<file path="config.mk">
export PLATFORM = sky130hd
export DESIGN_NAME = ahb_apb_fsm_controller_flat
export DESIGN_NICKNAME = d
export VERILOG_FILES = /design/src/rtl/ahb_apb_fsm_controller_if.sv /design/src/rtl/ahb_apb_fsm_controller.sv /design/src/flat_wrapper.sv
export SDC_FILE = /design/constraint.sdc
export NUM_CORES = 1
export LEC_CHECK = 0
export CAP_MARGIN = 0
export CORE_ASPECT_RATIO = 1.25
export CORE_MARGIN = 2
export CORE_UTILIZATION = 37
export DETAILED_ROUTE_END_ITERATION = 16
export GPL_ROUTABILITY_DRIVEN = 0
export PLACE_DENSITY = 0.86
export SKIP_CTS_REPAIR_TIMING = 1
export SYNTH_ARGS = -nofsm -noshare
export SYNTH_HDL_FRONTEND = slang
export SYNTH_SLANG_ARGS = --single-unit
export TNS_END_PERCENT = 10
</file>
<file path="constraint.sdc">
create_clock -name hclk -period 3.76 [get_ports hclk]
set_input_delay 0.752 -clock hclk [delete_from_list [all_inputs] [get_ports hclk]]
set_output_delay 0.752 -clock hclk [all_outputs]
set_load 0.01 [all_outputs]
</file>
<file path="src/rtl/ahb_apb_fsm_controller_if.sv">
// AHB-side request/pipeline signals and APB-side outputs of the AHB-to-APB bridge controller.
// The slave modport is the controller's view; the master modport is the AHB/APB environment's view.
interface ahb_apb_fsm_controller_if;
  logic        valid;
  logic        hwrite;
  logic        hwrite_reg;
  logic [31:0] haddr;
  logic [31:0] haddr1;
  logic [31:0] hwdata;
  logic [2:0]  temp_sel;
  logic [31:0] prdata;

  logic [2:0]  pselx;
  logic        penable;
  logic        pwrite;
  logic [31:0] paddr;
  logic [31:0] pwdata;
  logic        hready_out;
  logic [31:0] hr_data;
  logic [1:0]  hresp;

  modport slave (
    input  valid, hwrite, hwrite_reg, haddr, haddr1, hwdata, temp_sel, prdata,
    output pselx, penable, pwrite, paddr, pwdata, hready_out, hr_data, hresp
  );

  modport master (
    output valid, hwrite, hwrite_reg, haddr, haddr1, hwdata, temp_sel, prdata,
    input  pselx, penable, pwrite, paddr, pwdata, hready_out, hr_data, hresp
  );
endinterface

</file>
<file path="src/rtl/ahb_apb_fsm_controller.sv">
// AHB-to-APB bridge FSM: every APB transfer is a setup cycle then an access cycle, all outputs registered.
// Reads stall AHB for one cycle (hready_out low in READ); pipelined writes stall it during WRITEP.
module ahb_apb_fsm_controller (
  input  logic                      hclk,
  input  logic                      hreset,
  ahb_apb_fsm_controller_if.slave   bus
);

  typedef enum logic [2:0] {
    IDLE     = 3'd0,
    READ     = 3'd1,
    RENABLE  = 3'd2,
    WWAIT    = 3'd3,
    WRITE    = 3'd4,
    WRITEP   = 3'd5,
    WENABLE  = 3'd6,
    WENABLEP = 3'd7
  } state_t;

  state_t      state;
  state_t      next_state;

  logic [2:0]  pselx_q,   pselx_d;
  logic        penable_q, penable_d;
  logic        pwrite_q,  pwrite_d;
  logic [31:0] paddr_q,   paddr_d;
  logic [31:0] pwdata_q,  pwdata_d;
  logic        hready_q,  hready_d;

  // State and output registers; reset forces the APB bus idle immediately.
  always_ff @(posedge hclk or posedge hreset) begin
    if (hreset) begin
      state     <= IDLE;
      pselx_q   <= 3'b000;
      penable_q <= 1'b0;
      pwrite_q  <= 1'b0;
      paddr_q   <= 32'h0;
      pwdata_q  <= 32'h0;
      hready_q  <= 1'b1;
    end else begin
      state     <= next_state;
      pselx_q   <= pselx_d;
      penable_q <= penable_d;
      pwrite_q  <= pwrite_d;
      paddr_q   <= paddr_d;
      pwdata_q  <= pwdata_d;
      hready_q  <= hready_d;
    end
  end

  always_comb begin
    next_state = state;
    case (state)
      IDLE, RENABLE, WENABLE: begin
        if (!bus.valid)      next_state = IDLE;
        else if (bus.hwrite) next_state = WWAIT;
        else                 next_state = READ;
      end
      READ:    next_state = RENABLE;
      WWAIT:   next_state = bus.valid ? WRITEP : WRITE;
      WRITE:   next_state = bus.valid ? WENABLEP : WENABLE;
      WRITEP:  next_state = WENABLEP;
      // A pending write is known from the delayed direction, since its data phase is still in flight.
      WENABLEP: begin
        if (!bus.hwrite_reg) next_state = READ;
        else if (bus.valid)  next_state = WRITEP;
        else                 next_state = WRITE;
      end
      default: next_state = IDLE;
    endcase
  end

  // Outputs are loaded according to the state being entered, so they line up with that state.
  always_comb begin
    pselx_d   = pselx_q;
    penable_d = penable_q;
    pwrite_d  = pwrite_q;
    paddr_d   = paddr_q;
    pwdata_d  = pwdata_q;
    hready_d  = hready_q;
    case (next_state)
      READ: begin
        paddr_d   = bus.haddr;
        pwrite_d  = 1'b0;
        pselx_d   = bus.temp_sel;
        penable_d = 1'b0;
        hready_d  = 1'b0;
      end
      // Write address comes from the delayed copy: data arrives one cycle after its address.
      WRITE, WRITEP: begin
        paddr_d   = bus.haddr1;
        pwdata_d  = bus.hwdata;
        pwrite_d  = 1'b1;
        pselx_d   = bus.temp_sel;
        penable_d = 1'b0;
        hready_d  = (next_state == WRITE);
      end
      RENABLE, WENABLE, WENABLEP: begin
        penable_d = 1'b1;
        hready_d  = 1'b1;
      end
      default: begin
        pselx_d   = 3'b000;
        penable_d = 1'b0;
        hready_d  = 1'b1;
      end
    endcase
  end

  assign bus.pselx      = pselx_q;
  assign bus.penable    = penable_q;
  assign bus.pwrite     = pwrite_q;
  assign bus.paddr      = paddr_q;
  assign bus.pwdata     = pwdata_q;
  assign bus.hready_out = hready_q;
  assign bus.hr_data    = bus.prdata;
  assign bus.hresp      = 2'b00;

  // An access cycle must directly follow a setup cycle to the same slave.
  a_access_after_setup: assert property (
    @(posedge hclk) disable iff (hreset)
      penable_q |-> (!$past(penable_q) && (pselx_q == $past(pselx_q)))
  );

  // AHB is never stalled for more than one cycle at a time.
  a_stall_one_cycle: assert property (
    @(posedge hclk) disable iff (hreset)
      !hready_q |=> hready_q
  );

endmodule

</file>
<file path="src/flat_wrapper.sv">
// flat-port wrapper written by rule: the top's interface ports become plain ports
module ahb_apb_fsm_controller_flat 
  (hclk, hreset, bus_valid, bus_hwrite, bus_hwrite_reg, bus_haddr, bus_haddr1, bus_hwdata, bus_temp_sel, bus_prdata, bus_pselx, bus_penable, bus_pwrite, bus_paddr, bus_pwdata, bus_hready_out, bus_hr_data, bus_hresp);
  ahb_apb_fsm_controller_if bus_i ();
  input  logic hclk;
  input  logic hreset;
  input wire logic [$bits(bus_i.valid)-1:0] bus_valid;
  input wire logic [$bits(bus_i.hwrite)-1:0] bus_hwrite;
  input wire logic [$bits(bus_i.hwrite_reg)-1:0] bus_hwrite_reg;
  input wire logic [$bits(bus_i.haddr)-1:0] bus_haddr;
  input wire logic [$bits(bus_i.haddr1)-1:0] bus_haddr1;
  input wire logic [$bits(bus_i.hwdata)-1:0] bus_hwdata;
  input wire logic [$bits(bus_i.temp_sel)-1:0] bus_temp_sel;
  input wire logic [$bits(bus_i.prdata)-1:0] bus_prdata;
  output wire logic [$bits(bus_i.pselx)-1:0] bus_pselx;
  output wire logic [$bits(bus_i.penable)-1:0] bus_penable;
  output wire logic [$bits(bus_i.pwrite)-1:0] bus_pwrite;
  output wire logic [$bits(bus_i.paddr)-1:0] bus_paddr;
  output wire logic [$bits(bus_i.pwdata)-1:0] bus_pwdata;
  output wire logic [$bits(bus_i.hready_out)-1:0] bus_hready_out;
  output wire logic [$bits(bus_i.hr_data)-1:0] bus_hr_data;
  output wire logic [$bits(bus_i.hresp)-1:0] bus_hresp;
  assign bus_i.valid = bus_valid;
  assign bus_i.hwrite = bus_hwrite;
  assign bus_i.hwrite_reg = bus_hwrite_reg;
  assign bus_i.haddr = bus_haddr;
  assign bus_i.haddr1 = bus_haddr1;
  assign bus_i.hwdata = bus_hwdata;
  assign bus_i.temp_sel = bus_temp_sel;
  assign bus_i.prdata = bus_prdata;
  assign bus_pselx = bus_i.pselx;
  assign bus_penable = bus_i.penable;
  assign bus_pwrite = bus_i.pwrite;
  assign bus_paddr = bus_i.paddr;
  assign bus_pwdata = bus_i.pwdata;
  assign bus_hready_out = bus_i.hready_out;
  assign bus_hr_data = bus_i.hr_data;
  assign bus_hresp = bus_i.hresp;
  ahb_apb_fsm_controller u_core (.hclk(hclk), .hreset(hreset), .bus(bus_i));
endmodule
</file>
# After elaboration in Yosys (flattened, before gate mapping)
# Cells that the tools add are included.
# Widths: inputs -> output; s select.
[word_totals]
in_bits = 136
ff_bits = 73
elab_cells = 37
output_inout_bits = 104
[classes]
mux = 11
n_eq_ne = 13
reduce_logical = 6
[op_table]
columns = ["operator", "count"]
rows = [
  ["$pmux 32 s2", 1],
  ["$eq 3x3->1 const B", 8],
  ["$pmux 3 s6", 1],
  ["$eq 3x2->1 const B", 3],
  ["$reduce_or 3->1", 3],
  ["$eq 3x1->1 const B", 2],
  ["$mux 3", 2],
  ["$pmux 3 s2", 1],
  ["$pmux 1 s2", 2],
  ["$logic_not 3->1", 1],
  ["$mux 1", 3],
  ["$mux 2", 1],
  ["$reduce_bool 2->1", 1],
  ["$reduce_or 2->1", 1],
]

# Logic depth before layout (Yosys ltp)
[logic_depth]
word_depth = 6
mapped_depth = 7
ltp_nobuf = 4

# Worst setup path before layout
# Ideal clock, no wire load.
[synth_path]
kind = "input -> register"
from = "input port bus_hwrite_reg"
to = "register u_core.pwdata_q[0] (netlist: u_core.bus.pwdata[0])"
path_buffers = 2
arrival_ns = 1.679
cell_stages = 5
required_ns = 3.633
slack_ns = 1.954
setup_time_ns = 0.127
cell_sequence = "and2b_1 > nor2_4 > buf_6 > buf_6 > mux2_1"
[synth_via]
elab_chain_len = 4
elab_cells_between_ends = 5
classes_between = "2 x eq/ne; 2 x mux; 1 x reduce/logical"
[synth_lines]
columns = ["item", "line", "text"]
rows = [
  ["start: declaration", "flat_wrapper.sv:9", "input wire logic [$bits(bus_i.hwrite_reg)-1:0] bus_hwrite_reg;"],
  ["$mux 3 (*)", "ahb_apb_fsm_controller.sv:65", "if (!bus.hwrite_reg) next_state = READ;"],
  ["$pmux 3 s6 (*)", "ahb_apb_fsm_controller.sv:53", "case (state)"],
  ["$eq 3x3->1", "ahb_apb_fsm_controller.sv:81", "case (next_state)"],
  ["$reduce_or 2->1 (*)", "ahb_apb_fsm_controller.sv:81", ""],
  ["end signal: assignment", "ahb_apb_fsm_controller.sv:46", "pwdata_q <= pwdata_d;"],
  ["end: declaration", "ahb_apb_fsm_controller.sv:27", "logic [31:0] pwdata_q, pwdata_d;"],
]
# Mark *: on every way between the ends. The rest lies on a longest branch, timed or not.
# A chain may end at the register's enable or synchronous reset.

# Final worst setup path
[layout_path]
from = "input port bus_hwrite_reg"
to = "register u_core.paddr_q[29] (netlist: u_core.bus.paddr[29])"
[layout_via]
elab_chain_len = 5
elab_cells_between_ends = 8
classes_between = "3 x eq/ne; 3 x mux; 2 x reduce/logical"
[layout_lines]
columns = ["item", "line", "text"]
rows = [
  ["$mux 3 (*)", "ahb_apb_fsm_controller.sv:65", ""],
  ["$pmux 3 s6 (*)", "ahb_apb_fsm_controller.sv:53", ""],
  ["$eq 3x3->1", "ahb_apb_fsm_controller.sv:81", ""],
  ["$reduce_or 2->1", "ahb_apb_fsm_controller.sv:81", ""],
  ["$pmux 32 s2 / $reduce_bool 2->1 (equally long branches)", "--", ""],
  ["end signal: assignment", "ahb_apb_fsm_controller.sv:45", "paddr_q <= paddr_d;"],
  ["end: declaration", "ahb_apb_fsm_controller.sv:26", "logic [31:0] paddr_q, paddr_d;"],
]
# Marked as above.

==> flow_summary.toml <==
[die]
die_area_mm2 = 0.00973
initial_core_util_pct = 38.1
core_area_mm2 = 0.00870
ios = 240
die_h_um = 110
num_rows = 38
die_x_um = 88.6

[logic_synthesis]
yosys.cell_count.top_type = "dfrtp_1"
yosys_warnings = 0
yosysSeqAreaShare_pct = 55.2
async_reset_ff_share_pct = 100
synth_seq_cells = 73
synth.area.top_cells = "dfrtp_1 (54%), mux2i_1 (9.7%), mux2_2 (8.8%), buf_4 (7.9%), o21ai_1 (4.8%)"
synth_cell_type_count = 24
syn_area_per_cell_um2 = 12.0
yosysTopAreaCellShare_pct = 54.4
syn-cell-area_mm2 = 0.00331
synth_area_leader_cell = "dfrtp_1"
synth-edff-count = 0
syn_inst = 275
synth_ff_type = "dfrtp_1"
synth_common_cells = "dfrtp_1 (72), nand2_1 (36), buf_4 (35)"

[placement]
io_buffers = 173
dp.cells = 524
hpwl_mm = 6.04

[worst_hold_path]
min_to = "u_core.bus.paddr[31]"
min_path_cells = 2
holdCritStartpoint = "u_core.bus.paddr[31]"
hold_path.class = "register to register"

[routing]
drc = 0
drt_iter0_markers = 43
num_vias = 2461
drt-wirelength-per-cell_um = 14.4
via_per_inst = 4.56
wl_met3_um = 783
routed_wl_mm = 7.75
ant_nets = 0
first_pass_iters = 4
m1WireLength_mm = 2.78
route.met2.wl_mm = 3.88
top_layer_used = "met4"

[clock_tree]
numClockSinks = 73
cts_tree = "built"
cts_buffer_depth = 2
cts.clk_slew.worst_paths_ns = 0.06
htree_levels = 3
clockRootBuffer = "clkbuf_8"
insertion_delay_ns = 0.34
cts_made_buffers = 9

[worst_setup_path]
r2r_start = "u_core.state[0]"
worst_r2r_path_depth = 5
critPathLaunchType = "input pin"
worstPathRequired_ns = 3.95
timing.reg2reg.setup_slack_ns = 2.05
worstSetupPathType = "input pin to register"
r2r_end = "u_core.bus.paddr[29]"
critPathLaunch = "bus_hwrite_reg"
crit_arrival_ns = 2.42
path_max_fanout = 32
endpoint_kind = "register"

[layout]
stdcell_count = 540
final_nets = 551
antenna_cells = 0
area_growth_syn_to_layout_pct = 51.8
drive_above_1_share_pct = 10.7
final_core_util_pct = 57.8

[global_route]
grt_usage_pct = 16.4
grt_first_pass_wirelength_mm = 11.9
gr-total-overflow = 0
grt_pass1_vias = 2528
antenna_found_initial = 0
grt_max_degree = 65

[sta]
max_freq_mhz = 449
slew_headroom_pct = 52.6
fin_setup_tns_ns = 0
drv_slew = 0
grt_setup_unrepaired = "false"
post-route-period-util_pct = 59.2
final-setup-viol-count = 0
worst_pin_slew_ns = 0.710
finalClockSkew_ns = 0.0108
fin_crit_ns = 2.23
hold_viol_final = 0

[flow_run]
drv_cap = 0

[pwr]
power_w = 0.00384
power_density_mw_per_mm2 = 764
p_leak_nw = 2.06
irDropWorstVdd_mv = 0.381

[run_status]
outcome = "complete, no violations"
critical path, stage by stage:
cell and delay (ns):
clkdlybuf4s50_1 0.50, and2b_1 0.23, nor2_4 0.12, buf_4 0.45, mux2i_1 0.26, o21ai_1 0.08
per-layer routing:
metal  GRT usage [%]  up-vias
li1                -     1174
met1            16.7     1133
met2            28.1      125
met3            6.23       29
met4            9.74        0
met5               0        -
layout make-up:
cell class / instances / area [um2]
fillers: 744 / 3670
clock inverters: 2 / 10.0
repair buffers: 177 / 1770
multi-input cells: 152 / 1120
flip-flops and latches: 73 / 1830
inverters: 2 / 7.51
well taps: 120 / 150
clock buffers: 14 / 143
how the worst max path moves through the flow:
stage	to	slack, ns	cells after the start
2_1_floorplan	u_core.bus.paddr[0]	1.16	1
3_3_place_gp	u_core.bus.paddr[25]	1.24	6
3_5_place_dp	u_core.bus.paddr[0]	1.17	6
4_1_cts	u_core.bus.paddr[29]	1.54	6
5_1_grt	u_core.bus.paddr[15]	1.45	6
6_report	u_core.bus.paddr[29]	1.53	6
cells in the final DEF (no fill, tap or decap), types with 2 or more instances in the layout:
| cell type | instances |
|---|---|
| buf_4 | 3 |
| clkbuf_8 | 9 |
| clkdlybuf4s50_1 | 173 |
| mux2_1 | 6 |
| dfrtp_1 | 72 |
| mux2i_1 | 32 |
| nand2_1 | 36 |
| a21o_1 | 2 |
| mux2_2 | 26 |
| nor2_1 | 5 |
| clkinv_2 | 2 |
| clkbuf_1 | 5 |
| a22o_1 | 3 |
| o21ai_1 | 32 |
| conb_1 | 2 |
power breakdown:
part | total [W] | switching (W) | internal [W] | leakage (nW)
combinational | 0.00194 | 0.000810 | 0.00113 | 1.11
sequential | 0.00140 | 0.000213 | 0.00119 | 0.875
clock | 0.000501 | 0.000262 | 0.000239 | 0.0784
state kept, by name, indices dropped and copies added, names as in the netlist:
signal / cells
u_core.bus.pwrite: 1
u_core.state: 3
u_core.bus.pselx: 3
u_core.bus.penable: 1
u_core.bus.hready_out: 1
u_core.bus.paddr: 32
u_core.bus.pwdata: 32
per-stage QoR:
stage,hold slack [ns],worst slack [ns],instance area (um2)
floorplan,0.492,1.16,3320
global placement,0.468,1.24,4880
detailed placement,0.475,1.17,4880
CTS,0.490,1.54,5030
global route,0.506,1.45,5030
finish,0.485,1.53,5030
logic make-up (layout without fill, tap and decap cells):
family | count (synthesis) | count (layout) | synth area share (%)
flops | 73 | 73 | 55.2
mux | 64 | 64 | 20.5
buf+inv | 51 | 195 | 11.4
simple gates | 44 | 44 | 5.40
compound gates | 42 | 42 | 7.33
other cells | 1 | 2 | 0.113
Note: power is estimated with default switching activity, not from simulation.
